`config.mk`:
```
export PLATFORM = sky130hd
export DESIGN_NAME = mono_data_tx
export DESIGN_NICKNAME = d
export VERILOG_FILES = /design/src/rtl/mono_data_tx.sv
export SDC_FILE = /design/constraint.sdc
export NUM_CORES = 1
export LEC_CHECK = 0
export CAP_MARGIN = 20
export CORE_MARGIN = 2
export CORE_UTILIZATION = 61
export CTS_CLUSTER_SIZE = 24
export DETAILED_ROUTE_END_ITERATION = 7
export PLACE_DENSITY_LB_ADDON = 0.15
export SLEW_MARGIN = 0
export SYNTH_ARGS = -nofsm -noshare
export SYNTH_HDL_FRONTEND = slang
export SYNTH_SLANG_ARGS = --single-unit
```
`constraint.sdc`:
```
create_clock -name CLK -period 5.8 [get_ports CLK]
set_input_delay 1.74 -clock CLK [delete_from_list [all_inputs] [get_ports CLK]]
set_output_delay 1.74 -clock CLK [all_outputs]
set_load 0.02 [all_outputs]
```
`src/rtl/mono_data_tx.sv`:
```
// Purpose: buffers hit words and serialises them MSB-first on DATA when the receiver raises READ under FREEZE.
// Latency: the edge that sees READ rise moves to LOAD, the next edge loads the head word, and its MSB is on DATA in the following cycle.
// Backpressure: none upstream; hits arriving while the buffer is full are dropped and counted in LOST_CNT.
module mono_data_tx #(
    parameter int DATA_WIDTH = 26,
    parameter int DEPTH      = 16
) (
    input  logic                  CLK,
    input  logic                  RST,
    input  logic                  EN,
    input  logic                  HIT_WR,
    input  logic [DATA_WIDTH-1:0] HIT_DATA,
    input  logic                  READ,
    input  logic                  FREEZE,
    output logic                  TOKEN,
    output logic                  DATA,
    output logic                  HIT_FULL,
    output logic [7:0]            LOST_CNT,
    output logic                  BUSY
);
    localparam int AW = $clog2(DEPTH);
    localparam int CW = $clog2(DATA_WIDTH);
    localparam logic [AW:0]   OCC_FULL = (AW+1)'(DEPTH);
    localparam logic [AW:0]   OCC_ONE  = (AW+1)'(1);
    localparam logic [AW-1:0] PTR_ONE  = AW'(1);
    localparam logic [CW-1:0] CNT_LAST = CW'(DATA_WIDTH - 1);

    typedef enum logic [1:0] {IDLE, LOAD, SHIFT} state_t;

    logic [DATA_WIDTH-1:0] mem [DEPTH];
    logic [AW-1:0]         wr_ptr;
    logic [AW-1:0]         rd_ptr;
    logic [AW:0]           occ;
    logic [AW:0]           occ_next;
    state_t                state;
    logic                  read_q;
    logic [DATA_WIDTH-1:0] shreg;
    logic [CW-1:0]         bit_cnt;
    logic [DATA_WIDTH-1:0] load_word;
    logic                  read_req;
    logic                  do_pop;
    logic                  do_push;
    logic                  do_drop;

    // A pop in LOAD frees a slot first, so a simultaneous push into a full buffer still lands.
    assign read_req  = READ & ~read_q;
    assign do_pop    = (state == LOAD) && (occ != '0);
    assign do_push   = !RST && EN && HIT_WR && ((occ != OCC_FULL) || do_pop);
    assign do_drop   = EN && HIT_WR && (occ == OCC_FULL) && !do_pop;
    assign load_word = do_pop ? mem[rd_ptr] : '0;

    // Next occupancy: push and pop together cancel out.
    always_comb begin
        occ_next = occ;
        if (do_push && !do_pop)
            occ_next = occ + OCC_ONE;
        else if (do_pop && !do_push)
            occ_next = occ - OCC_ONE;
    end

    // Hit buffer storage; contents are not cleared by reset.
    always_ff @(posedge CLK) begin
        if (do_push)
            mem[wr_ptr] <= HIT_DATA;
    end

    // Pointers, occupancy, status flags and the saturating drop counter.
    always_ff @(posedge CLK) begin
        if (RST) begin
            wr_ptr   <= '0;
            rd_ptr   <= '0;
            occ      <= '0;
            TOKEN    <= 1'b0;
            HIT_FULL <= 1'b0;
            LOST_CNT <= 8'd0;
        end else begin
            if (do_push)
                wr_ptr <= wr_ptr + PTR_ONE;
            if (do_pop)
                rd_ptr <= rd_ptr + PTR_ONE;
            occ      <= occ_next;
            TOKEN    <= (occ_next != '0);
            HIT_FULL <= (occ_next == OCC_FULL);
            if (do_drop && (LOST_CNT != 8'hFF))
                LOST_CNT <= LOST_CNT + 8'd1;
        end
    end

    // Readout FSM; DATA is the output stage of the shift register, so shreg holds the bits still to come.
    always_ff @(posedge CLK) begin
        if (RST) begin
            state   <= IDLE;
            read_q  <= 1'b0;
            shreg   <= '0;
            bit_cnt <= '0;
            DATA    <= 1'b0;
            BUSY    <= 1'b0;
        end else begin
            read_q <= READ;
            case (state)
                IDLE: begin
                    DATA <= 1'b0;
                    if (read_req && FREEZE) begin
                        state <= LOAD;
                        BUSY  <= 1'b1;
                    end
                end
                LOAD: begin
                    shreg   <= load_word << 1;
                    DATA    <= load_word[DATA_WIDTH-1];
                    bit_cnt <= CNT_LAST;
                    state   <= SHIFT;
                end
                SHIFT: begin
                    if (bit_cnt == '0) begin
                        state <= IDLE;
                        BUSY  <= 1'b0;
                        DATA  <= 1'b0;
                    end else begin
                        DATA    <= shreg[DATA_WIDTH-1];
                        shreg   <= shreg << 1;
                        bit_cnt <= bit_cnt - CW'(1);
                    end
                end
                default: begin
                    state <= IDLE;
                    BUSY  <= 1'b0;
                    DATA  <= 1'b0;
                end
            endcase
        end
    end
endmodule

```
==> results_dict.tcl, run 1 <==
set metrics [dict create \
    syn-instance-count 981 \
    fmax_ghz 0.260 \
    min_path_type "reg -> reg" \
    holdPathStages 2 \
    synthDominantAreaCellType "edfxtp_1" \
    seq_area_frac_synth 0.742 \
    finalSetupViolCount 0 \
    tightestPinTransition_ps 980 \
    overflow 0 \
    chipWidth_um 178 \
    ys_types 56 \
    initial_antenna_violation_count 2 \
    synth_compound_area_frac 0.0495 \
    clock_sink_count 478 \
    status "finished, final reports clean" \
    cts_post_setup_buffers_inserted 0 \
    synth_largest_type_area_fraction 0.675 \
    cts.clk_slew.worst_paths_ps 60 \
    fin_skew_ps 14.8 \
    hold_path.startpoint "shreg[3]" \
    synth.mux.area_fraction 0.133 \
    placement.io_buffers 43 \
    power.ir.vdd_worst_uv 280 \
    critical_path.max_fanout 26 \
    fillCellCount 1851 \
    critical_path.slowest_cell "nor2_4" \
    timing.critical_path.slowest_cell_delay_ps 770 \
    clock_latency_of_the_later_clocked_register_in_the_worst_skew_pair_ps 540 \
    tritoncts "yes" \
    io_pins 44 \
    min_to "shreg[3]" \
    die_y_um 178 \
    grt_pass1_wl_um 58000 \
    logic_depth_of_the_worst_register_to_register_path 6 \
    first_pass_drt_iterations 5 \
    async_flop_share 0 \
    regToRegSetupSlack_ps 2740 \
    worstSetupEndpointType "flop" \
    synth_fa_ha_area_frac 0.00986 \
    report.final.slew_viol_count 0 \
    r2r-end "shreg[6]" \
    critical_path_startpoint "EN" \
    fin_ws_ps 1950 \
    rd_place_congestion 0.790 \
    ys_warn_count 0 \
    maximum_number_of_pins_on_one_net_before_global_route_repair 60 \
    core_area_mm2 0.0298 \
    cts.htree.levels 2 \
    pd_cells_mw_per_mm2 338 \
    finalWorstPathRequiredPeriod_ps 3850 \
    average_detailed_routed_wire_length_per_instance_um 26.7 \
    max_cap_viol_count 0 \
    dominantRegCellSynth "edfxtp_1" \
    layout-drive-gt1-share 0.209 \
    detail-route-antenna-nets 0 \
    synth.ff_latch_count 478 \
    max_slew_margin 0.345 \
    vias_per_cell 6.48 \
    post-dp-hpwl_um 23200 \
    detailedPlace.worstSlack_ps 1400 \
    postSynthAreaPerCell_um2 18.9 \
    detailed_route_via_count 9456 \
    global_route.usage.total 0.254 \
    final_net_count 1080 \
    drc 0 \
    rsz0062_at_grt "false" \
    detail_route.iter0.violations 890 \
    fin_worst_hold_slack_ps 492 \
    synth-xor-area-share 0.00757 \
    worst_ep_required_time_ps 5960 \
    finalCritPeriodShare 0.663 \
    synth_area_leaders "edfxtp_1 67%, mux4_2 13%, dfxtp_1 6.7%, nor2_1 1.3%, o21ai_0 1.2%" \
    syn2layout_area_growth_pct 13.4 \
    mappedNetlistArea_mm2 0.0185 \
    fp.dieArea_mm2 0.0318 \
    clock-root-buffer "clkbuf_16" \
    cts_max_path_buffers 3 \
    initial_utilization 0.622 \
    finalSetupTns_ps 0 \
    synth_edf_count 416 \
    critical_path_start_type "primary input" \
    first_global_vias 9365 \
    totalWireLength_um 39000 \
    cts_made_buffers 47 \
    cp.arrival_ps 4010 \
    synthesis.nets 1026 \
    num_antenna_cells 0 \
    post_cts.resized_instances 0 \
    power.leakage_nw 6.46 \
    combinational_family_with_the_most_area_after_synthesis "multiplexers" \
    cts-hold-fix-buffers 0 \
    cp_cell_sequence "clkdlybuf4s50_1 -> nand3b_1 -> a21oi_1 -> buf_4 -> nand2_1 -> nor2_4" \
    critPathKind "in -> reg" \
    std_cell_rows 63 \
    final_hold_vio_count 0 \
    synthSimpleGateAreaFrac 0.0418 \
]
[kinds of logic (layout without fill, tap and decap cells)]
group                    count (synthesis)  after routing
flip-flops                             478            478
AND/OR/NAND/NOR                        153            153
AO/OA/AOI/OAI                          131            131
multiplexers                           115            115
buffers and inverters                   73            162
XOR/XNOR                                16             16
adder cells (fa/ha/maj)                 15             15
[synth_stat cells, drive strengths merged (6+ instances only)]
| master | count |
|---|---|
| inv | 14 |
| nor3 | 16 |
| dfxtp | 62 |
| xnor2 | 11 |
| clkbuf | 37 |
| edfxtp | 416 |
| mux4 | 104 |
| a221oi | 20 |
| buf | 22 |
| ha | 13 |
| mux2i | 6 |
| a21oi | 14 |
| a31oi | 6 |
| a22o | 20 |
| nand2 | 15 |
| o21ai | 43 |
| nand3 | 7 |
| nor2 | 66 |
| nor3b | 22 |
[worst max path at each step]
stage	endpoint	cells after the start
4_1_cts	mem[13][22]	6
3_3_place_gp	mem[13][10]	6
6_report	mem[13][18]	6
5_1_grt	mem[13][22]	6
3_5_place_dp	mem[13][1]	6
2_1_floorplan	mem[3][0]	5
[cell type report]
type	instances	area [µm²]	area share
well taps	390	488	0.0232
clock inverters	17	189	0.00900
multi-input cells	430	4600	0.219
repair buffers	64	596	0.0284
inverters	14	52.6	0.00250
clock buffers	67	1330	0.0635
flip-flops and latches	478	13700	0.654
[layout by cell type (no fill, tap or decap), types with 5 or more instances in the layout]
cell / instances
edfxtp_1: 416
mux4_2: 104
dfxtp_1: 60
nor2_1: 53
clkbuf_16: 49
o21ai_0: 43
clkdlybuf4s50_1: 42
nor3b_1: 22
a22o_1: 20
a221oi_1: 20
buf_4: 20
nand2_1: 15
inv_1: 14
a21oi_1: 14
clkbuf_1: 14
ha_1: 13
nor2_4: 12
nor3_1: 12
xnor2_1: 11
nand3_1: 7
mux2i_1: 6
a31oi_1: 6
clkinv_2: 6
mux2_2: 5
a22oi_1: 5
xor2_1: 5
[worst max-delay path, delay by kind of cell]
family	cells	cell delay, ps
AND/OR/NAND/NOR	3	1300
buffers and inverters	2	700
AO/OA/AOI/OAI	1	240
[layer usage]
metal	wire length, µm	vias up	GRT usage
met5	25	-	0
met4	890	4	0.0640
li1	-	4097	-
met2	19300	374	0.418
met3	3040	68	0.0509
met1	15800	4913	0.357
[state kept, by name (all words and copies together), names as in the netlist, 2 cells and up, named ones only]
| register | cells |
|---|---|
| LOST_CNT | 8 |
| bit_cnt | 5 |
| mem | 416 |
| occ | 5 |
| rd_ptr | 4 |
| shreg | 25 |
| state | 2 |
| wr_ptr | 4 |
[power by group]
part | internal (W) | switching [W] | total [W]
combinational | 0.000136 | 0.000183 | 0.000319
sequential | 0.00377 | 0.0000281 | 0.00380
clock | 0.00177 | 0.00121 | 0.00299
total | 0.00568 | 0.00142 | 0.00710
[per-stage QoR]
stage | power, W | utilization | instance area (µm²) | cells
after detailed placement | 0.00419 | 0.654 | 19500 | 1376
after CTS | 0.00714 | 0.705 | 21000 | 1460
after global placement | 0.00418 | 0.654 | 19500 | 1376
after floorplan | 0.00406 | - | 18500 | 981
after global routing | 0.00731 | 0.705 | 21000 | 1460
final | 0.00710 | 0.705 | 21000 | 1460
Note: power is estimated with default switching activity, not from simulation.
==> run 2, diff against run 1 <==
clock period = 3.9 ns   (was 5.8 ns; I/O delays follow)
==> results_dict.tcl, run 2 (synthesized netlist as in run 1, its figures left out) <==
set metrics [dict create \
    timing.critical_path.slowest_cell_delay_ps 490 \
    logic_depth_of_the_worst_register_to_register_path 6 \
    layout-drive-gt1-share 0.216 \
    worst-path-stages 7 \
    totalWireLength_um 39500 \
    detail-route-antenna-nets 0 \
    first_pass_drt_iterations 5 \
    final_hold_vio_count 0 \
    overflow 0 \
    final_std_cell_area_no_fill_mm2 0.0213 \
    max_slew_margin 0.265 \
    largest_register_ffs 416 \
    fillCellCount 1805 \
    vias_per_cell 6.43 \
    reported_net_switching_power_w 0.00214 \
    post_cts.resized_instances 0 \
    power.ir.vdd_worst_uv 421 \
    min_to "shreg[22]" \
    clock_latency_of_the_later_clocked_register_in_the_worst_skew_pair_ps 550 \
    cts_made_buffers 48 \
    detailed_route_via_count 9522 \
    clock_power_share 0.418 \
    critical_path.slowest_cell "clkdlybuf4s50_1" \
    finalSetupViolCount 0 \
    power.internal_w 0.00839 \
    fmax_ghz 0.352 \
    maximum_number_of_pins_on_one_net_before_global_route_repair 60 \
    power.share.sequential 0.535 \
    detail_route.iter0.violations 998 \
    first_global_vias 9503 \
    clock-root-buffer "clkbuf_16" \
    post_dp_cell_area_mm2 0.0198 \
    global_route.usage.total 0.257 \
    rsz0062_at_grt "false" \
    syn2layout_area_growth_pct 15.2 \
    holdPathStages 2 \
    post-dp-hpwl_um 24000 \
    r2r-end "shreg[12]" \
    hold_path.startpoint "shreg[22]" \
    reg.largest.list "mem (416), shreg (25), LOST_CNT (8)" \
    largest-register "mem" \
    core_area_mm2 0.0298 \
    initial_antenna_violation_count 0 \
    count_of_buffering_cells_on_the_critical_path_with_inverters_included 3 \
    chipWidth_um 178 \
    finalSetupTns_ps 0 \
    finalWorstPathRequiredPeriod_ps 2840 \
    cts.clk_slew.worst_paths_ps 60 \
    cp_cell_sequence "clkdlybuf4s50_1 -> nand3b_1 -> a21oi_1 -> buf_4 -> nand2_1 -> nor2_4 -> buf_12" \
    cts_max_path_buffers 3 \
    clock_sink_count 478 \
    regToRegSetupSlack_ps 1140 \
    initial_utilization 0.622 \
    fp.dieArea_mm2 0.0318 \
    cts-hold-fix-buffers 0 \
    finalCritPeriodShare 0.729 \
    grt_pass1_wl_um 58900 \
    tightestPinTransition_ps 1100 \
    max_cap_viol_count 0 \
    stdcell_count 1481 \
    critPathKind "in -> reg" \
    cts.htree.levels 2 \
    most_common_cell_after_layout_fill_and_taps_aside "edfxtp_1" \
    fin_ws_ps 1060 \
    drc 0 \
    pd_cells_mw_per_mm2 494 \
    cpLargestDelayFamily "buffers and inverters" \
    fin_skew_ps 21.1 \
    cp.arrival_ps 3090 \
    final_net_count 1098 \
    std_cell_rows 63 \
    power.leakage_nw 6.56 \
    critical_path.max_fanout 20 \
    die_y_um 178 \
    num_antenna_cells 0 \
    cts_post_setup_buffers_inserted 0 \
    place_inst 1393 \
    detailedPlace.worstSlack_ps 560 \
    worstSetupEndpointType "flop" \
    power_w 0.0105 \
    status "finished, final reports clean" \
    rd_place_congestion 0.792 \
    min_path_type "reg -> reg" \
    average_detailed_routed_wire_length_per_instance_um 26.6 \
    worst_ep_required_time_ps 4140 \
    tritoncts "yes" \
    critical_path_start_type "primary input" \
    power_switching_share 0.203 \
    layout.cells.most_common_list "416 x edfxtp_1, 104 x mux4_2, 60 x dfxtp_1" \
    report.final.slew_viol_count 0 \
    placement.io_buffers 43 \
    combinationalPowerShare 0.047 \
    io_pins 44 \
]
## run 2: worst max-delay path by stage
stage | end | slack (ps) | startpoint
2_1_floorplan | mem[7][0] | 80 | RST
3_3_place_gp | mem[12][9] | 570 | HIT_WR
3_5_place_dp | mem[12][6] | 560 | HIT_WR
4_1_cts | LOST_CNT[3] | 1080 | LOST_CNT[3]
5_1_grt | mem[12][9] | 990 | HIT_WR
6_report | mem[12][22] | 1060 | HIT_WR
## run 2: power groups by stage
stage / Combinational, W / Sequential, W / Clock, W
final: 0.000495 / 0.00564 / 0.00440
after CTS: 0.000497 / 0.00564 / 0.00447
after detailed placement: 0.000493 / 0.00575 / 0
after global placement: 0.000484 / 0.00575 / 0
after global routing: 0.000538 / 0.00564 / 0.00468
after floorplan: 0.000298 / 0.00574 / 0
## run 2: layer usage
layer  vias up  share of wire  track usage
met3        42          0.076       0.0488
met1      4950           0.41        0.372
li1       4144              -            -
met2       386           0.49        0.417
met4         0          0.016       0.0549
met5         -              0            0
## run 2: stage by stage
step / hold WS [ps] / util
finish: 491 / 0.716
floorplan: 460 / -
CTS: 492 / 0.716
detailed placement: 484 / 0.666
global route: 513 / 0.716
global placement: 479 / 0.666
## run 2: tightest hold or removal path: cells and delay by family, from the launching register on
kind	cells	cell delay [ps]
flip-flops	1	310
AND/OR/NAND/NOR	2	140
## run 2: area by class of cell
| cell class | count | area (µm²) | share of cell area |
|---|---|---|---|
| clock buffer | 66 | 1290 | 0.0604 |
| timing repair buffer | 81 | 936 | 0.0439 |
| inverter | 14 | 52.6 | 0.00246 |
| tap | 390 | 488 | 0.0229 |
| multi-input combinational | 430 | 4620 | 0.217 |
| clock inverter | 22 | 209 | 0.00979 |
| sequential | 478 | 13700 | 0.644 |
==> run 3, diff against run 2 <==
clock period = 2.8 ns   (was 3.9 ns; I/O delays follow)
==> results_dict.tcl, run 3 (synthesized netlist as in run 1, its figures left out) <==
set metrics [dict create \
    critical_path_start_type "flop" \
    critical_path.slowest_cell "clkdlybuf4s50_1" \
    initial_antenna_violation_count 0 \
    detail-route-antenna-nets 0 \
    post_cts.resized_instances 0 \
    largest_register_ffs 416 \
    tightestPinTransition_ps 910 \
    cp.arrival_ps 1610 \
    fin_worst_hold_slack_ps 492 \
    syn2layout_area_growth_pct 16.4 \
    detailed_route_via_count 9502 \
    finalSetupTns_ps 0 \
    finalCritPeriodShare 0.875 \
    cpLargestDelayFamily "buffers and inverters" \
    power.ir.vdd_worst_uv 540 \
    worstSetupEndpointType "output pin" \
    core_area_mm2 0.0298 \
    cts_max_path_buffers 3 \
    detail_route.iter0.violations 994 \
    r2r-end "shreg[1]" \
    max_slew_margin 0.391 \
    first_global_vias 9712 \
    power_switching_share 0.199 \
    power_w 0.0147 \
    overflow 0 \
    rd_place_congestion 0.796 \
    num_antenna_cells 0 \
    count_of_buffering_cells_on_the_critical_path_with_inverters_included 1 \
    largest-register "mem" \
    maximum_number_of_pins_on_one_net_before_global_route_repair 47 \
    vias_per_cell 6.34 \
    cts.clk_slew.worst_paths_ps 60 \
    report.final.slew_viol_count 0 \
    combinationalPowerShare 0.049 \
    fin_ws_ps 349 \
    min_to "shreg[17]" \
    drc 0 \
    power.share.sequential 0.535 \
    fillCellCount 1798 \
    min_path_type "reg -> reg" \
    critical_path.max_fanout 7 \
    power.leakage_nw 6.69 \
    rsz0062_at_grt "false" \
    cp_cell_sequence "clkdlybuf4s50_1" \
    timing.critical_path.slowest_cell_delay_ps 640 \
    final_net_count 1122 \
    regToRegSetupSlack_ps 390 \
    fp.dieArea_mm2 0.0318 \
    totalWireLength_um 38800 \
    most_common_cell_after_layout_fill_and_taps_aside "edfxtp_1" \
    io_pins 44 \
    average_detailed_routed_wire_length_per_instance_um 25.9 \
    cts.htree.levels 2 \
    reported_net_switching_power_w 0.00292 \
    die_y_um 178 \
    clock_sink_count 478 \
    reg.largest.list "mem (416), shreg (25), LOST_CNT (8)" \
    status "finished, final reports clean" \
    post-dp-hpwl_um 24500 \
    layout-drive-gt1-share 0.237 \
    cts_post_setup_buffers_inserted 0 \
    max_cap_viol_count 0 \
    layout.cells.most_common_list "416 x edfxtp_1, 104 x mux4_2, 60 x dfxtp_1" \
    hold_path.startpoint "shreg[17]" \
    clock_latency_of_the_later_clocked_register_in_the_worst_skew_pair_ps 550 \
    finalSetupViolCount 0 \
    cts_made_buffers 47 \
    fmax_ghz 0.408 \
    initial_utilization 0.622 \
    placement.io_buffers 43 \
    chipWidth_um 178 \
    first_pass_drt_iterations 5 \
    finalWorstPathRequiredPeriod_ps 2450 \
    grt_pass1_wl_um 59000 \
    final_std_cell_area_no_fill_mm2 0.0216 \
    pd_cells_mw_per_mm2 681 \
    fin_skew_ps 21.3 \
    global_route.usage.total 0.256 \
    detailedPlace.worstSlack_ps 2.28 \
    std_cell_rows 63 \
    clock_power_share 0.416 \
    clock-root-buffer "clkbuf_16" \
    critPathKind "reg -> out" \
    tritoncts "yes" \
    worst_ep_required_time_ps 1960 \
    holdPathStages 2 \
    post_dp_cell_area_mm2 0.0201 \
    final_hold_vio_count 0 \
    logic_depth_of_the_worst_register_to_register_path 7 \
    power.internal_w 0.0118 \
    cts-hold-fix-buffers 0 \
    worst-path-stages 1 \
]
==> run 3: changes by cell type in the layout (fill, tap and decap cells not counted), sizes merged <==
| cell | before | now |
|---|---|---|
| inv | 16 | 14 |
| clkbuf | 66 | 62 |
| buf | 39 | 64 |
| bufinv | 4 | 5 |
| clkinv | 16 | 13 |
| clkinvlp | 0 | 1 |
==> run 3: power by group through the flow <==
stage | registers [W] | clock network (W) | logic [W]
after detailed placement | 0.00800 | 0 | 0.000725
after floorplan | 0.00799 | 0 | 0.000420
after CTS | 0.00785 | 0.00621 | 0.000731
after global placement | 0.00799 | 0 | 0.000716
final | 0.00785 | 0.00611 | 0.000726
after global routing | 0.00785 | 0.00648 | 0.000794
==> run 3: stage by stage <==
| step | instances | utilization |
|---|---|---|
| 6_report | 1499 | 0.724 |
| 5_1_grt | 1499 | 0.724 |
| 4_1_cts | 1498 | 0.723 |
| 3_5_place_dp | 1417 | 0.673 |
| 3_3_place_gp | 1417 | 0.673 |
| 2_1_floorplan | 981 | - |
==> run 3: worst max path at each step <==
stage,from,to,slack (ps)
2_1_floorplan,RST,mem[3][0],-120
3_3_place_gp,HIT_WR,mem[4][13],20
6_report,LOST_CNT[3],LOST_CNT[3],350
5_1_grt,flop,shreg[1],210
3_5_place_dp,HIT_WR,mem[4][13],2
4_1_cts,LOST_CNT[4],LOST_CNT[4],330
==> run 3: routing by layer <==
| metal | vias to the layer above | routed length, µm | track usage |
|---|---|---|---|
| met3 | 68 | 2610 | 0.0435 |
| met2 | 344 | 18900 | 0.409 |
| met4 | 0 | 889 | 0.0715 |
| met1 | 4900 | 16400 | 0.374 |
| met5 | - | 0 | 0 |
| li1 | 4190 | - | - |
==> run 3: cell type report <==
class	instances	area (µm²)	area share
well taps	390	488	0.0226
inverters	14	52.6	0.00244
repair buffers	106	1160	0.0536
flip-flops and latches	478	13700	0.637
clock buffers	62	1270	0.0591
clock inverters	19	211	0.00981
multi-input cells	430	4640	0.215
